[src/rtl/axi_lock_burst_client_if.sv]
// Handshake bundle between a lock/burst client, the lock arbiter and the AXI burst engine.
// The master side is the client. The slave side is the arbiter together with the burst engine.
interface axi_lock_burst_client_if #(
  parameter int CNT_W = 8
);
  logic             pend_self;
  logic             lock_req;
  logic             lock_done;
  logic             burst_start;
  logic [CNT_W-1:0] burst_len;
  logic             beat_fire;
  logic             burst_end;

  modport master (
    input  pend_self, beat_fire, burst_end,
    output lock_req, lock_done, burst_start, burst_len
  );

  modport slave (
    output pend_self, beat_fire, burst_end,
    input  lock_req, lock_done, burst_start, burst_len
  );
endinterface

[src/rtl/axi_lock_burst_client.sv]
// Requester side of the write/read lock handshake. It decides when a FIFO burst is due,
// acquires the lock, launches the burst, counts the data beats and releases the lock.
module axi_lock_burst_client #(
  parameter int BURST_LEN = 16,
  parameter int CNT_W     = 8
) (
  input  logic                         clock,
  input  logic                         rst,
  input  logic                         enable,
  input  logic                         flush,
  input  logic [CNT_W-1:0]             fifo_level,
  axi_lock_burst_client_if.master      bus,
  output logic                         busy,
  output logic                         err
);

  typedef enum logic [2:0] {
    IDLE,
    REQ,
    GNT,
    START,
    XFER,
    DONE
  } state_e;

  localparam logic [CNT_W-1:0] FULL_LEN = CNT_W'(BURST_LEN);
  localparam logic [CNT_W-1:0] CNT_MAX  = '1;

  state_e           state, next_state;
  logic [CNT_W-1:0] beat_cnt;
  logic [CNT_W-1:0] len_q;
  logic [CNT_W-1:0] final_cnt;
  logic             start_ok;
  logic             beat_ok;
  logic             extra_beat;
  logic             count_bad;

  // NOTE: every signal driven here gets a default first, so no path can leave it unassigned and infer a latch.
  always_comb begin
    next_state = state;
    start_ok   = enable && ((fifo_level >= FULL_LEN) || (flush && (fifo_level != '0)));
    beat_ok    = bus.beat_fire && (beat_cnt != len_q) && (beat_cnt != CNT_MAX);
    extra_beat = bus.beat_fire && (beat_cnt == len_q);
    final_cnt  = beat_ok ? beat_cnt + CNT_W'(1) : beat_cnt;
    count_bad  = bus.burst_end && (final_cnt != len_q);

    unique case (state)
      IDLE:    if (start_ok) next_state = REQ;
      REQ:     next_state = GNT;
      GNT:     if (!bus.pend_self) next_state = START;
      START:   next_state = XFER;
      XFER:    if (bus.burst_end) next_state = DONE;
      DONE:    next_state = IDLE;
      default: next_state = IDLE;
    endcase
  end

  // Outputs are decoded from next_state so that each one is a flop aligned with the state it belongs to.
  // NOTE: sequential state uses non-blocking assignments, so every flop samples its pre-edge values.
  always_ff @(posedge clock) begin
    // NOTE: the reset is synchronous and clears every flop, the counter and the sticky err included.
    if (rst) begin
      state           <= IDLE;
      beat_cnt        <= '0;
      len_q           <= '0;
      err             <= 1'b0;
      busy            <= 1'b0;
      bus.lock_req    <= 1'b0;
      bus.lock_done   <= 1'b0;
      bus.burst_start <= 1'b0;
    end else begin
      state           <= next_state;
      busy            <= (next_state != IDLE);
      bus.lock_req    <= (next_state inside {REQ, GNT, START, XFER});
      bus.lock_done   <= (next_state == DONE);
      bus.burst_start <= (next_state == START);

      if ((state == IDLE) && start_ok)
        len_q <= (fifo_level < FULL_LEN) ? fifo_level : FULL_LEN;

      if (state == START)
        beat_cnt <= '0;
      else if ((state == XFER) && beat_ok)
        beat_cnt <= beat_cnt + CNT_W'(1);

      // A beat beyond burst_len is dropped from the count but still flags the burst as bad.
      if ((state == XFER) && (extra_beat || count_bad))
        err <= 1'b1;
    end
  end

  assign bus.burst_len = len_q;

endmodule

[src/flat_wrapper.sv]
// flat-port wrapper written by rule: the top's interface ports become plain ports
module axi_lock_burst_client_flat 
#(
  parameter int BURST_LEN = 16,
  parameter int CNT_W     = 8
)
  (clock, rst, enable, flush, fifo_level, busy, err, bus_pend_self, bus_beat_fire, bus_burst_end, bus_lock_req, bus_lock_done, bus_burst_start, bus_burst_len);
  axi_lock_burst_client_if #(.CNT_W(CNT_W)) bus_i ();
  input  logic clock;
  input  logic rst;
  input  logic enable;
  input  logic flush;
  input  logic [CNT_W-1:0] fifo_level;
  output logic busy;
  output logic err;
  input wire logic [$bits(bus_i.pend_self)-1:0] bus_pend_self;
  input wire logic [$bits(bus_i.beat_fire)-1:0] bus_beat_fire;
  input wire logic [$bits(bus_i.burst_end)-1:0] bus_burst_end;
  output wire logic [$bits(bus_i.lock_req)-1:0] bus_lock_req;
  output wire logic [$bits(bus_i.lock_done)-1:0] bus_lock_done;
  output wire logic [$bits(bus_i.burst_start)-1:0] bus_burst_start;
  output wire logic [$bits(bus_i.burst_len)-1:0] bus_burst_len;
  assign bus_i.pend_self = bus_pend_self;
  assign bus_i.beat_fire = bus_beat_fire;
  assign bus_i.burst_end = bus_burst_end;
  assign bus_lock_req = bus_i.lock_req;
  assign bus_lock_done = bus_i.lock_done;
  assign bus_burst_start = bus_i.burst_start;
  assign bus_burst_len = bus_i.burst_len;
  axi_lock_burst_client #(.BURST_LEN(BURST_LEN), .CNT_W(CNT_W)) u_core (.clock(clock), .rst(rst), .enable(enable), .flush(flush), .fifo_level(fifo_level), .bus(bus_i), .busy(busy), .err(err));
endmodule
[config.mk]
export PLATFORM = sky130hd
export DESIGN_NAME = axi_lock_burst_client_flat
export DESIGN_NICKNAME = d
export VERILOG_FILES = /design/src/rtl/axi_lock_burst_client_if.sv /design/src/rtl/axi_lock_burst_client.sv /design/src/flat_wrapper.sv
export SDC_FILE = /design/constraint.sdc
export NUM_CORES = 1
export LEC_CHECK = 0
export CORE_ASPECT_RATIO = 1.25
export CORE_MARGIN = 2
export CORE_UTILIZATION = 49
export CTS_CLUSTER_SIZE = 28
export DETAILED_ROUTE_END_ITERATION = 7
export PLACE_DENSITY = 0.84
export REMOVE_ABC_BUFFERS = 1
export SLEW_MARGIN = 20
export SYNTH_ARGS = -nofsm -noshare
export SYNTH_HDL_FRONTEND = slang
export SYNTH_SLANG_ARGS = --single-unit
[constraint.sdc]
create_clock -name clock -period 2.35 [get_ports clock]
set_input_delay 0.47 -clock clock [delete_from_list [all_inputs] [get_ports clock]]
set_output_delay 0.47 -clock clock [all_outputs]
set_load 0.05 [all_outputs]
==> impl_metrics.json, run 1 <==
{
  "outcome": "finished clean",
  "antenna_found_initial": 0,
  "dr_total_vias": 1142,
  "viasPerCell": 5.60,
  "dieArea_mm2": 0.00305,
  "routed_wl_um": 2840,
  "p_sw_share_pct": 32.7,
  "ios": 28,
  "worstSetupPathType": "flop to primary output",
  "syn_to_final_growth_pct": 26.2,
  "port_buffers": 27,
  "overflow": 0,
  "synthArstFlopShare_pct": 0,
  "finalSetupTns_ps": 0,
  "place.gp.congestion": 0.888,
  "grt_setup_unrepaired": "false",
  "irDropWorstVdd_uv": 539,
  "synth_largest_area_cell": "dfxtp_1",
  "worst_slew_pin_slew_ps": 497,
  "wl_per_cell_um": 13.9,
  "finalSetupViolCount": 0,
  "cts_inserted_buffers": 3,
  "final_cell_count_no_fill": 204,
  "die_x_um": 49.8,
  "clockPowerShare_pct": 23.0,
  "place_inst": 200,
  "cpMaxStageDelayCell": "clkdlybuf4s50_1",
  "crit_family": "buffers and inverters",
  "rows": 20,
  "antenna_left": 0,
  "crit_arrival_ps": 1600,
  "final_common_cell": "clkdlybuf4s50_1",
  "coreArea_mm2": 0.00245,
  "syn_inst": 143,
  "yosys_register_bits": 24,
  "timing.final.ws_setup_ps": 277,
  "clock_path_buffers": 2,
  "leakagePower_nw": 0.601,
  "hold_path_class": "flop to flop",
  "grt_pass1_wl_um": 4920,
  "dp_hpwl_um": 2210,
  "nNetsFinal": 188,
  "pre_cts_slack_ps": -32.9,
  "antennaDiodeCount": 0,
  "power_density_mw_per_mm2": 608,
  "path_max_fanout": 4,
  "maxCapViolations": 0,
  "end_kind": "primary output",
  "clk_pin_slew_ps": 130,
  "min_period_ps": 2070,
  "slew_headroom_pct": 66.7,
  "hold_viol": 0,
  "crit_required_ps": 1880,
  "dr.pass1.iters": 4,
  "avgSynthCellArea_um2": 8.98,
  "syn_area_mm2": 0.00128,
  "slew_viol_final": 0,
  "drt_iter0_drc": 35,
  "path_buf_inv": 1,
  "ctsResizeCount": 0,
  "switchingPower_w": 0.000322,
  "cts_tree": "done",
  "first_global_vias": 1152,
  "synth-edff-count": 0,
  "post-cts-setup-buffers": 0,
  "yosys.area.top_type_share_pct": 37.4,
  "clk_latency_ps": 330,
  "max_stage_delay_ps": 840,
  "synth_top_flop_cell": "dfxtp_1",
  "ys_warn_count": 0,
  "holdBufCountCts": 0,
  "p_comb_share_pct": 30.5,
  "cp-start-kind": "flop",
  "clock-sinks": 24,
  "synth.distinct_cells": 42,
  "grt_max_degree": 14,
  "synth_area_leaders": "dfxtp_1 (37%), xnor2_1 (6.8%), xor2_1 (6.8%)",
  "initial_core_util_pct": 52.3,
  "final_cell_mix": "clkdlybuf4s50_1 (27), dfxtp_1 (24), nor2_1 (20)",
  "htreeDepth": 1,
  "drive_gt1_share_pct": 9.94,
  "p_int_w": 0.000663,
  "crit_chain": "clkdlybuf4s50_1",
  "finalCritPeriodShare_pct": 88.2,
  "root_buffer": "clkbuf_4",
  "drcViolationCount": 0,
  "grt_usage_pct": 21.3,
  "worst_clock_skew_ps": 4.96,
  "fmax_ghz": 0.482,
  "yosysSeqAreaShare_pct": 37.4,
  "fp.dieH_um": 61.2,
  "p_seq_share_pct": 46.5
}
==> per-stage QoR <==
stage          utilization (%)  hold slack, ps  cell area [um^2]  power, W
6_report                  66.1             530              1620  0.000985
5_1_grt                   66.1             543              1620   0.00103
4_1_cts                   66.1             534              1620  0.000991
3_5_place_dp              64.6             516              1580  0.000770
3_3_place_gp              64.6             494              1580  0.000763
2_1_floorplan                -             520              1240  0.000660
==> per-layer routing <==
metal	vias to the layer above	share of wire, %	global-route usage [%]
li1	558	-	-
met1	531	42	23.9
met2	44	50	37.5
met3	9	5.5	3.16
met4	0	3.2	15.5
met5	-	0	0
==> flip-flops by register name (all words and copies together), names as in the netlist <==
signal and count:
u_core.bus.burst_len 8, u_core.bus.lock_req 1, u_core.state 3, u_core.bus.burst_start 1, u_core.bus.lock_done 1, u_core.err 1, u_core.busy 1, u_core.beat_cnt 8
==> worst paths after layout <==
check | startpoint | to | slack (ps) | cells after the start
worst max-delay path | u_core.bus.burst_len[1] | bus_burst_len[1] | 280 | 1
worst min-delay path | u_core.bus.burst_len[7] | u_core.bus.burst_len[7] | 530 | 1
worst max register to register | u_core.beat_cnt[0] | u_core.beat_cnt[7] | 370 | 8
worst min register to register | u_core.bus.burst_len[7] | u_core.bus.burst_len[7] | 530 | 1
==> layout make-up <==
class                      count  area (um^2)
multi-input combinational    109          751
timing repair buffer          31          300
fill                         233          832
sequential                    24          480
tap                           33         41.3
clock buffer                   4         36.3
inverter                       3         11.3
==> cells by family (layout without fill, tap and decap cells) <==
group / count (synthesis) / in the layout / synth area share (%)
XOR/XNOR: 20 / 20 / 13.6
multiplexers: 8 / 8 / 6.24
buffers and inverters: 10 / 38 / 4.09
adder cells (fa/ha/maj): 1 / 1 / 0.975
flip-flops: 24 / 24 / 37.4
AO/OA/AOI/OAI: 19 / 19 / 10.0
AND/OR/NAND/NOR: 61 / 61 / 27.6
==> synthesized netlist by cell type, types with 2 or more instances <==
cell and n:
nand4_1 3, buf_2 3, inv_1 3, dfxtp_1 24, a21oi_1 7, mux2i_1 8
nand3b_1 2, xnor2_1 10, and3_1 2, a31oi_1 4, nor2_1 20, xor2_1 10
or3_1 3, and2_1 4, nand2b_1 3, nand3_1 5, nand2_1 5, nor3_1 3
==> power groups by stage <==
stage | clock network, W | logic [W] | registers [W]
floorplan | 0 | 0.000127 | 0.000533
global placement | 0 | 0.000296 | 0.000466
detailed placement | 0 | 0.000302 | 0.000468
CTS | 0.000229 | 0.000303 | 0.000459
global route | 0.000245 | 0.000327 | 0.000463
finish | 0.000226 | 0.000301 | 0.000458
(Power assumes the default switching activity.)
==> run 2: changes to the inputs <==
Settings changed: CORE_ASPECT_RATIO 1.25 to 1.2.
==> impl_metrics.json, run 2 (synthesis results as in run 1) <==
{
  "outcome": "finished clean",
  "ios": 28,
  "root_buffer": "clkbuf_4",
  "max_stage_delay_ps": 840,
  "post-route-util_pct": 65.1,
  "antennaDiodeCount": 0,
  "die_x_um": 50.7,
  "crit_arrival_ps": 1620,
  "worstSetupPathType": "flop to primary output",
  "finalSetupTns_ps": 0,
  "reg2reg_from": "u_core.beat_cnt[0]",
  "dieArea_mm2": 0.00305,
  "final_cell_mix": "clkdlybuf4s50_1 (27), dfxtp_1 (24), nor2_1 (20)",
  "drive_gt1_share_pct": 9.41,
  "dr.pass1.iters": 4,
  "ff2ff_setup_slack_ps": 430,
  "end_kind": "primary output",
  "nNetsFinal": 187,
  "coreArea_mm2": 0.00250,
  "irDropWorstVdd_uv": 482,
  "first_global_vias": 1060,
  "port_buffers": 27,
  "worst_slew_pin_slew_ps": 497,
  "top_usage_layer": "met2",
  "dr_total_vias": 1106,
  "path_buf_inv": 1,
  "worst_clock_skew_ps": 17.7,
  "reg2reg_to": "u_core.err",
  "hold_viol": 0,
  "grt_use_met3_pct": 3.50,
  "place.gp.congestion": 0.854,
  "rows": 20,
  "startpoint": "u_core.bus.burst_len[1]",
  "power_density_mw_per_mm2": 650,
  "clock-sinks": 24,
  "place_inst": 199,
  "fmax_ghz": 0.478,
  "fp.dieH_um": 60.1,
  "crit_family": "buffers and inverters",
  "leakagePower_nw": 0.602,
  "finalCritPeriodShare_pct": 89.0,
  "antenna_left": 0,
  "drcViolationCount": 0,
  "maxCapViolations": 0,
  "holdBufCountCts": 0,
  "overflow": 0,
  "initial_core_util_pct": 51.3,
  "slew_viol_final": 0,
  "cts_inserted_buffers": 3,
  "use_met2_pct": 35.2,
  "clock_path_buffers": 2,
  "grt_max_degree": 15,
  "grt_pass1_wl_um": 4710,
  "wl_per_cell_um": 14.0,
  "cp-start-kind": "flop",
  "hold_path_class": "flop to flop",
  "pre_cts_slack_ps": 0.606,
  "drt_iter0_drc": 12,
  "critPathCapture": "bus_burst_len[1]",
  "ctsResizeCount": 0,
  "final_cell_count_no_fill": 203,
  "syn_to_final_growth_pct": 26.9,
  "cts_tree": "done",
  "grt_usage_pct": 20.9,
  "met1_usage_pct": 24.6,
  "cpMaxStageDelayCell": "clkdlybuf4s50_1",
  "holdWs_ps": 509,
  "slew_headroom_pct": 66.8,
  "finalSetupViolCount": 0,
  "timing.final.ws_setup_ps": 257,
  "path_max_fanout": 4,
  "crit_chain": "clkdlybuf4s50_1",
  "min_period_ps": 2090,
  "post-cts-setup-buffers": 0,
  "crit_required_ps": 1880,
  "final_common_cell": "clkdlybuf4s50_1",
  "rr_worst_depth": 7,
  "dp_hpwl_um": 2220,
  "viasPerCell": 5.45,
  "fillCellCount": 219,
  "routed_wl_um": 2850,
  "antenna_found_initial": 0,
  "clk_pin_slew_ps": 150,
  "critical_path_depth": 1,
  "htreeDepth": 1,
  "clk_latency_ps": 330,
  "grt_setup_unrepaired": "false"
}
==> run 2: worst min path at each step <==
stage | from | to | depth (start not counted)
global placement | u_core.bus.burst_len[7] | u_core.bus.burst_len[7] | 1
CTS | u_core.bus.burst_len[7] | u_core.bus.burst_len[7] | 1
finish | u_core.bus.burst_len[7] | u_core.bus.burst_len[7] | 1
floorplan | u_core.state[2] | u_core.state[1] | 1
global route | u_core.bus.burst_len[7] | u_core.bus.burst_len[7] | 1
detailed placement | u_core.bus.burst_len[7] | u_core.bus.burst_len[7] | 1
==> run 2: layer usage <==
metal | part of all wire (%) | wire (um)
met3 | 3.7 | 105
met2 | 49 | 1400
met4 | 3.8 | 108
met5 | 0 | 0
met1 | 43 | 1240
==> run 2: worst register-to-register path: stages, from the launching register on <==
cell and delay, ps:
dfxtp_1 420, ha_1 300, nand4_1 170, o21ai_1 360
a21o_1 180, o21ai_0 100, nor3_1 190, a31oi_1 100
==> run 2: power breakdown <==
part           leakage, nW  internal, W  switching (W)
logic                0.380     0.000128       0.000167
clock network       0.0279     0.000173       0.000132
registers            0.195     0.000435      0.0000235
total                0.602     0.000736       0.000323
==> run 2: final cells by class <==
cell class                      instances  area (um^2)  share of cell area, %
Sequential cell                        24          480                   29.5
Clock buffer                            3         22.5                   1.38
Clock inverter                          1         30.0                   1.84
Inverter                                3         11.3                  0.691
Multi-Input combinational cell        109          751                   46.1
Tap cell                               33         41.3                   2.53
Timing Repair Buffer                   30          293                   18.0
==> run 2: through the flow <==
step,instance area [um^2],power (W)
4_1_cts,1630,0.00106
2_1_floorplan,1240,0.000660
3_3_place_gp,1580,0.000757
3_5_place_dp,1580,0.000764
6_report,1630,0.00106
5_1_grt,1630,0.00110
